### src/rtl/row_packer_pkg.sv
// Shared definitions for the row packer: default geometry and FSM encoding.
package row_packer_pkg;

    localparam int PIX_W_DEF  = 8;
    localparam int LANES_DEF  = 8;
    localparam int ADDR_W_DEF = 8;

    typedef enum logic [1:0] {
        IDLE = 2'd0,
        RUN  = 2'd1,
        DONE = 2'd2
    } state_t;

endpackage

### src/rtl/row_packer_lane_accumulator.sv
// Lane accumulator: inserts each pushed pixel at the next lane, flags word
// completion (full word or row end) and presents the completed word
// combinationally so the caller can register it in the same cycle.
module lane_accumulator #(
    parameter int PIX_W = 8,
    parameter int LANES = 8
) (
    input  logic                   clk,
    input  logic                   reset,
    input  logic                   clear,
    input  logic                   push,
    input  logic                   last,
    input  logic [PIX_W-1:0]       pixel,
    output logic [PIX_W*LANES-1:0] word,
    output logic                   complete
);

    localparam int LW = (LANES > 1) ? $clog2(LANES) : 1;

    logic [LW-1:0]          lane;
    logic [PIX_W*LANES-1:0] acc;
    logic [PIX_W*LANES-1:0] merged;

    // Accumulated lanes plus the incoming pixel; lanes above stay zero
    // because acc is cleared whenever a word completes.
    always_comb begin
        merged = acc;
        merged[PIX_W*lane +: PIX_W] = pixel;
    end

    assign word     = merged;
    assign complete = push & ((lane == LW'(LANES - 1)) | last);

    // Accumulator and lane index; clear (abort/restart) wins over a push.
    always_ff @(posedge clk or posedge reset) begin
        if (reset) begin
            acc  <= '0;
            lane <= '0;
        end else if (clear || complete) begin
            acc  <= '0;
            lane <= '0;
        end else if (push) begin
            acc  <= merged;
            lane <= lane + 1'b1;
        end
    end

endmodule

### src/rtl/row_packer.sv
// Row packer: gathers a frame of pixels into LANES-wide BRAM words, one row
// per run of words, and writes them through BRAM port A.
module row_packer
    import row_packer_pkg::*;
#(
    parameter int PIX_W  = PIX_W_DEF,
    parameter int LANES  = LANES_DEF,
    parameter int ADDR_W = ADDR_W_DEF
) (
    input  logic                   clk,
    input  logic                   reset,
    input  logic                   Start,
    input  logic [ADDR_W-1:0]      base_addr,
    input  logic [7:0]             row_len,
    input  logic [7:0]             num_rows,
    input  logic [PIX_W-1:0]       pixel_in,
    input  logic                   pixel_valid,
    output logic                   pixel_ready,
    output logic                   ena,
    output logic                   wea,
    output logic [ADDR_W-1:0]      addra,
    output logic [PIX_W*LANES-1:0] dina,
    output logic                   row_done,
    output logic                   frame_done
);

    state_t state, state_nxt;

    logic [7:0]             rl_q, nr_q, col, row;
    logic [ADDR_W-1:0]      wr_addr;
    logic                   start_ok, xfer, last_col, last_row;
    logic [PIX_W*LANES-1:0] word;
    logic                   complete;

    assign start_ok    = Start & (row_len != 8'd0) & (num_rows != 8'd0);
    assign pixel_ready = (state == RUN);
    assign frame_done  = (state == DONE);
    assign xfer        = pixel_valid & pixel_ready;
    assign last_col    = (col == rl_q - 8'd1);
    assign last_row    = (row == nr_q - 8'd1);
    assign wea         = ena;

    lane_accumulator #(
        .PIX_W (PIX_W),
        .LANES (LANES)
    ) u_acc (
        .clk      (clk),
        .reset    (reset),
        .clear    (Start),
        .push     (xfer),
        .last     (last_col),
        .pixel    (pixel_in),
        .word     (word),
        .complete (complete)
    );

    // State register.
    always_ff @(posedge clk or posedge reset) begin
        if (reset) state <= IDLE;
        else       state <= state_nxt;
    end

    // Next state; a Start in any busy state restarts or abandons the frame.
    always_comb begin
        state_nxt = state;
        case (state)
            IDLE: if (start_ok) state_nxt = RUN;
            RUN: begin
                if (Start)                          state_nxt = start_ok ? RUN : IDLE;
                else if (xfer && last_col && last_row) state_nxt = DONE;
            end
            DONE:    state_nxt = start_ok ? RUN : IDLE;
            default: state_nxt = IDLE;
        endcase
    end

    // Frame geometry capture and column/row counters.
    always_ff @(posedge clk or posedge reset) begin
        if (reset) begin
            rl_q <= '0;
            nr_q <= '0;
            col  <= '0;
            row  <= '0;
        end else if (Start) begin
            col <= '0;
            row <= '0;
            if (start_ok) begin
                rl_q <= row_len;
                nr_q <= num_rows;
            end
        end else if (xfer) begin
            if (last_col) begin
                col <= '0;
                row <= row + 8'd1;
            end else begin
                col <= col + 8'd1;
            end
        end
    end

    // BRAM write port: a completed word is written the following cycle at
    // the pre-restart address, even if a Start arrives alongside it.
    always_ff @(posedge clk or posedge reset) begin
        if (reset) begin
            ena      <= 1'b0;
            row_done <= 1'b0;
            addra    <= '0;
            dina     <= '0;
            wr_addr  <= '0;
        end else begin
            ena      <= complete;
            row_done <= complete & last_col;
            if (complete) begin
                addra <= wr_addr;
                dina  <= word;
            end
            if (start_ok)      wr_addr <= base_addr;
            else if (complete) wr_addr <= wr_addr + 1'b1;
        end
    end

    logic unused_last_row;
    assign unused_last_row = last_row;

endmodule

### config.mk
export PLATFORM = sky130hd
export DESIGN_NAME = row_packer
export DESIGN_NICKNAME = d
export VERILOG_FILES = /design/src/rtl/row_packer_pkg.sv /design/src/rtl/row_packer_lane_accumulator.sv /design/src/rtl/row_packer.sv
export SDC_FILE = /design/constraint.sdc
export NUM_CORES = 1
export LEC_CHECK = 0
export BUFFER_PORTS_ARGS = -buffer_cell sky130_fd_sc_hd__buf_2
export CORE_UTILIZATION = 55
export CTS_CLUSTER_SIZE = 28
export DETAILED_ROUTE_END_ITERATION = 10
export PLACE_DENSITY = 0.8
export SLEW_MARGIN = 40
export SYNTH_ARGS = -nofsm -noshare
export SYNTH_HDL_FRONTEND = slang
export SYNTH_SLANG_ARGS = --single-unit
### constraint.sdc
create_clock -name clk -period 6.8 [get_ports clk]
set_clock_uncertainty 0.2 [all_clocks]
set_input_delay 0.68 -clock clk [delete_from_list [all_inputs] [get_ports clk]]
set_output_delay 0.68 -clock clk [all_outputs]
set_load 0.005 [all_outputs]
; Word level (Yosys, flattened, before mapping)
; Index checks and enable logic that the tools add are counted.
[classes]
n_reduce_logical = 13
muxes = 18
bitwise_logic = 6
n_addsub = 7
eq_ne = 7
shift = 2
[ops]
columns = cell, n
row1 = 64-bit two-way mux, 2
row2 = 64-bit bitwise mux, 1
row3 = 8-bit two-way mux, 8
row4 = "8-bit by 34-bit variable shift with 64-bit output, first input constant", 1
row5 = 8-bit by 34-bit variable part select with 64-bit output, 1
row6 = 6-bit negation with 34-bit output, 1
row7 = "8-bit by 1-bit adder with 8-bit output, second input constant", 3
row8 = 8-bit == test, 2
row9 = 8-bit nonzero test, 2
row10 = "8-bit by 1-bit subtractor with 8-bit output, second input constant", 2
row11 = 2-bit nonzero test, 4
row12 = 2-bit two-way mux, 3
row13 = 3-bit two-way mux, 2
row14 = 2-bit one-hot mux with 3 select lines, 1
row15 = 2-bit AND reduction, 3
row16 = 1-bit AND, 5
row17 = "3-bit by 1-bit adder with 3-bit output, second input constant", 1
row18 = "3-bit == test, second input constant", 1
row19 = "3-bit by 2-bit != test with 1-bit output, second input constant", 1
row20 = "2-bit by 1-bit == test with 1-bit output, second input constant", 1
row21 = "2-bit == test, second input constant", 1
row22 = 1-bit logical AND, 2
row23 = 2-bit zero test, 1
row24 = "2-bit != test, second input constant", 1
row25 = 3 further kinds, 3
[word_totals]
out_inout_bits = 77
regBits = 183
inputBits = 36
elab_cells = 65

; Longest topological paths before layout
[logic_depth]
word_depth = 7
depth_mapped = 13
ltp_nobuf = 9

; Hierarchy
; From an unflattened synthesis, not the netlist that was laid out.
[unflattened]
cells_unflattened = 773
hier_area_um2 = 8958.6
[modules_own_cells]
columns = module, seq_area_each_um2, instances, area_each_um2, cells_each
row1 = row_packer, 2902.8, 1, 5152.4, 408
row2 = lane_accumulator, 1676.6, 1, 3806.2, 365

; Least setup slack after synthesis
; OpenSTA, ideal clock, no wires.
[synth_path]
path_kind = register to register
startpoint = reg u_acc.lane[0]
endpoint = reg dina[24]
path_buffers = 3
path_slack_ns = 3.581
required_time_ns = 6.467
synth_period_minus_slack_ns = 3.219
t_arrival_ns = 2.886
setup_time_ns = 0.133
stages_incl_launch_ff = 11
cell_sequence = dfrtp_1 > clkbuf_1 > inv_1 > ha_1 > ha_1 > clkbuf_1 > nand2_1 > nor3_1 > clkbuf_1 > mux2i_1 > o21ai_0
[synth_between]
elab_chain_cells = 3
elab_cells_between_ends = 7
classes_between = add/sub (1) / eq/ne (1) / shift (2) / mux (1) / bitwise (2)
[synth_rtl]
columns = item, line_no
row1 = start: declaration, row_packer_lane_accumulator.sv:20  ; logic [LW-1:0] lane;
row2 = start signal: assignment, row_packer_lane_accumulator.sv:44  ; lane <= lane + 1'b1;
row3 = 6-bit negation with 34-bit output / 3-bit == test (equally long branches), "row_packer_lane_accumulator.sv:28, row_packer_lane_accumulator.sv:32"
row4 = 8-bit by 34-bit variable part select with 64-bit output (tied with other cells), row_packer_lane_accumulator.sv:28  ; merged[PIX_W*lane +: PIX_W] = pixel;
row5 = 64-bit bitwise mux / 1-bit AND (equally long branches), "row_packer_lane_accumulator.sv:28, row_packer_lane_accumulator.sv:32"
row6 = end signal: assignment, row_packer.sv:115  ; dina <= word;
row7 = end: declaration, row_packer.sv:22  ; output logic [PIX_W*LANES-1:0] dina,
; Parallel ways exist; a longest one is shown, timed or not.
; A chain may end at the register's enable or synchronous reset.

; Worst setup path in the final report
[layout_path]
startpoint = reg rl_q[0]
endpoint = reg u_acc.acc[12]
[layout_between]
elab_chain_cells = 6
elab_cells_between_ends = 7
classes_between = add/sub (1) / eq/ne (1) / mux (1) / bitwise (2) / reduce/logical (2)
[layout_rtl]
columns = item, line_no
row1 = start: declaration, row_packer.sv:29  ; logic [7:0] rl_q, nr_q, col, row;
row2 = start signal: assignment, row_packer.sv:88  ; rl_q <= row_len;
row3 = 8-bit by 1-bit subtractor with 8-bit output *, row_packer.sv:39  ; assign last_col = (col == rl_q - 8'd1);
row4 = 8-bit == test *, row_packer.sv:39
row5 = 1-bit bitwise OR *, row_packer_lane_accumulator.sv:32  ; assign complete = push & ((lane == LW'(LANES - 1)) | last);
row6 = 1-bit AND *, row_packer_lane_accumulator.sv:32
row7 = 1-bit logical OR *, row_packer_lane_accumulator.sv:39  ; end else if (clear || complete) begin
row8 = 64-bit two-way mux / 2-bit nonzero test (equally long branches), --
row9 = end signal: assignment, row_packer_lane_accumulator.sv:43  ; acc <= merged;
row10 = end: declaration, row_packer_lane_accumulator.sv:21  ; logic [PIX_W*LANES-1:0] acc;
; Every way passes the cells marked *; elsewhere a longest branch is shown, timed or not.

==> flow_summary.toml <==
[die]
die_w_um = 130
io_pins = 113
core_mm2 = 0.0159
row_count = 46
dieHeight_um = 130
die_area_mm2 = 0.0169
initial_core_util_pct = 56.5

[synthesis]
ys.warnings.count = 0
synth_top_cells_by_area = "dfrtp_1 (51%), mux2i_1 (5.3%), o21ai_0 (4.7%), nand2_1 (4.2%), mux2_1 (2.5%)"
syn_nets = 945
netlist-cell-type-count = 63
seq_area_frac_synth_pct = 50.8
synthCells = 900
synth_top_area_share_pct = 50.8
synthArstFlopShare_pct = 100
syn_area_mm2 = 0.00901
ys_ff_latch = 183
synthFlopType = "dfrtp_1"
synth_edf_count = 0
synth_area_leader_cell = "dfrtp_1"
syn_avg_cell_area_um2 = 10.0

[timing]
timing.final.crit_share_pct = 57.5
rsz0062_at_grt = "no"
worst_pin_slew_ps = 797
setup_ws_ps = 2890
max_freq_mhz = 256
setup_viol = 0
setup_tns_ps = 0
relSlewSlack_pct = 46.2
min_period_ps = 3910
hold_viol_final = 0
final-max-slew-violation-count = 0
whs_ps = 118

[clock_tree]
clock_sinks = 183
cts_tree = "yes"
cts-hold-fix-buffers = 0
post_cts_buffers = 0
path_clk_slew_ps = 80
clockBufferDepth = 2
cts_buffers = 17
insertion_delay_ps = 440
cts_root_buf = "clkbuf_16"
ctsResizeCount = 0
cts_max_level = 4

[critical_path]
crit_path_end_kind = "register"
slowest_stage = "a41oi_1"
path_max_fanout = 39
crit_start = "rl_q[0]"
rr_startpoint = "rl_q[0]"
crit_type = "reg -> reg"
reg2reg_depth = 9
path_cells = "inv_1, ha_1, or3b_1, or4_4, a2111oi_4, o211ai_1, buf_4, a41oi_1, o22ai_1"
r2r_end = "u_acc.acc[12]"
reg2reg_slack_ps = 2890
crit_arrival_ps = 3980
critPathMaxStageDelay_ps = 720
cp-endpoint = "u_acc.acc[12]"
worstSetupStartpointType = "register"
cp.required_ps = 6880

[global_route]
grt_max_degree = 76
antenna_found_initial = 0
grt_pass1_wl_um = 36300
grt_usage_pct = 27.9
grt_pass1_vias = 7061
grt_overflow = 0

[job]
cap_violations = 0

[place]
dp_slack_ps = 3010
io_buffers = 112
place_congestion = 0.866
dp_hpwl_um = 14300
dp_cells = 1174

[detailed_routing]
drc = 0
vias = 7509
ant_nets = 0
avgViaCountPerCell = 6.23
wl_per_cell_um = 18.9
drt-initial-drc-count = 744
routed_wl_um = 22800
drt_first_pass_iters = 7

[cells_and_area]
utilization_pct = 65.2
area_delta_synth_final_pct = 15.3
nets = 1022
layout.cells.non_filler = 1206
layout-drive-gt1-share_pct = 18.1
diodes = 0

[pwr]
p_leak_uw = 0.00488
vdd_drop_max_mv = 0.199
p_per_area_mw_per_mm2 = 242

[hold_path]
hold_path.class = "in -> async"

[run_status]
status = "finished clean"
[cell usage in the layout (no fill, tap or decap), types with 5 or more instances in the layout]
master / Yosys / layout
a21boi_0: 5 / 5
a21oi_1: 12 / 12
a22o_1: 8 / 8
a31oi_1: 13 / 13
a32o_1: 11 / 11
a32oi_1: 16 / 16
a41o_1: 8 / 8
and2_1: 11 / 12
and3_1: 5 / 5
buf_2: 3 / 112
buf_4: 2 / 11
clkbuf_16: 0 / 17
dfrtp_1: 183 / 183
ha_1: 9 / 9
inv_1: 44 / 43
inv_6: 0 / 7
mux2_1: 20 / 20
mux2i_1: 48 / 48
nand2_1: 101 / 101
nand2b_1: 7 / 6
nand3_1: 11 / 11
nand4_1: 15 / 15
nor2_1: 41 / 39
nor3_1: 11 / 10
nor4_1: 6 / 5
o211ai_1: 5 / 5
o21ai_0: 84 / 84
o21ai_1: 28 / 28
o22ai_1: 23 / 23
o2bb2ai_1: 11 / 11
o31ai_1: 11 / 10
or3_1: 7 / 7
or4_1: 21 / 21
xnor2_1: 17 / 17
xor2_1: 7 / 7
[synthesized netlist by cell type (3+ instances only)]
master / number
a32o_1: 11
o31ai_1: 11
nor4_1: 6
mux2_1: 20
inv_1: 44
a41o_1: 8
ha_1: 9
a21boi_0: 5
nor2_1: 41
nand4_1: 15
buf_2: 3
nor3_1: 11
or4_1: 21
xor2_1: 7
buf_1: 3
a31oi_1: 13
or3_1: 7
nand3_1: 11
o2bb2ai_1: 11
mux2i_1: 48
nand2_1: 101
dfrtp_1: 183
a21oi_1: 12
and2_1: 11
and3_1: 5
o21ai_0: 84
o41ai_2: 3
nand2b_1: 7
o21ai_1: 28
o211ai_1: 5
xnor2_1: 17
clkbuf_1: 55
nor2b_1: 3
o22ai_1: 23
buf_6: 3
a32oi_1: 16
a22o_1: 8
[layout make-up]
cell class                 instances  area [µm²]
clock buffer                      18         439
clock inverter                    14         200
fill                            1271        5550
inverter                          44         170
multi-input combinational        606        4070
sequential                       183        4580
tap                              216         270
timing repair buffer             125         666
[worst min-delay path by stage]
stage | from | end | slack (ps) | cells past startpoint
2_1_floorplan | u_acc.acc[32] | u_acc.acc[32] | 250 | 2
3_3_place_gp | u_acc.acc[39] | u_acc.acc[39] | 260 | 2
3_5_place_dp | u_acc.acc[38] | u_acc.acc[38] | 270 | 2
4_1_cts | reset | addra[4] | 140 | 2
5_1_grt | reset | addra[4] | 160 | 2
6_report | reset | u_acc.acc[40] | 120 | 2
[flip-flops by register name (all words and copies together) (netlist names)]
register	count
u_acc.lane	3
u_acc.acc	64
rl_q	8
nr_q	8
col	8
dina	64
ena	1
addra	8
row	8
state	2
wr_addr	8
row_done	1
[worst max-delay path: cells and delay by family, from the launching register on]
kind,cells,cell delay [ps]
adders and majority gates,1,220
DFF,1,410
and+or+nand+nor,2,860
AOI/OAI and AO/OA,4,1640
buffers and inverters,2,400
[metal layers]
layer  vias to the layer above  share of wire [%]  wire length [µm]  global-route usage, %
met5                         -                  0                 0                      0
met4                         0                1.7               389                   9.51
met3                        40                7.3              1660                   4.92
met2                       335                 48             11000                   45.3
met1                      3713                 43              9760                   37.9
li1                       3421                  -                 -                      -
[power by group]
part	internal, µW	switching (µW)	leakage (µW)
sequential	1130	37.9	0.00248
clock	607	465	0.000311
combinational	96.9	179	0.00209
total	1830	682	0.00488
[metrics by stage]
stage | total power, µW | area [µm²]
2_1_floorplan | 1360 | 9010
3_3_place_gp | 1450 | 9700
3_5_place_dp | 1460 | 9740
4_1_cts | 2520 | 10400
5_1_grt | 2600 | 10400
6_report | 2510 | 10400
[cell families after synthesis]
kind of cell	after synthesis	share of synthesized area, %
xor gates and xnor gates	24	2.33
muxes	68	7.83
adders and majority gates	9	1.25
buffers and inverters	111	5.01
DFF	183	50.8
AOI/OAI and AO/OA	253	19.0
and+or+nand+nor	252	13.8
Note: power is estimated with default switching activity, not from simulation.
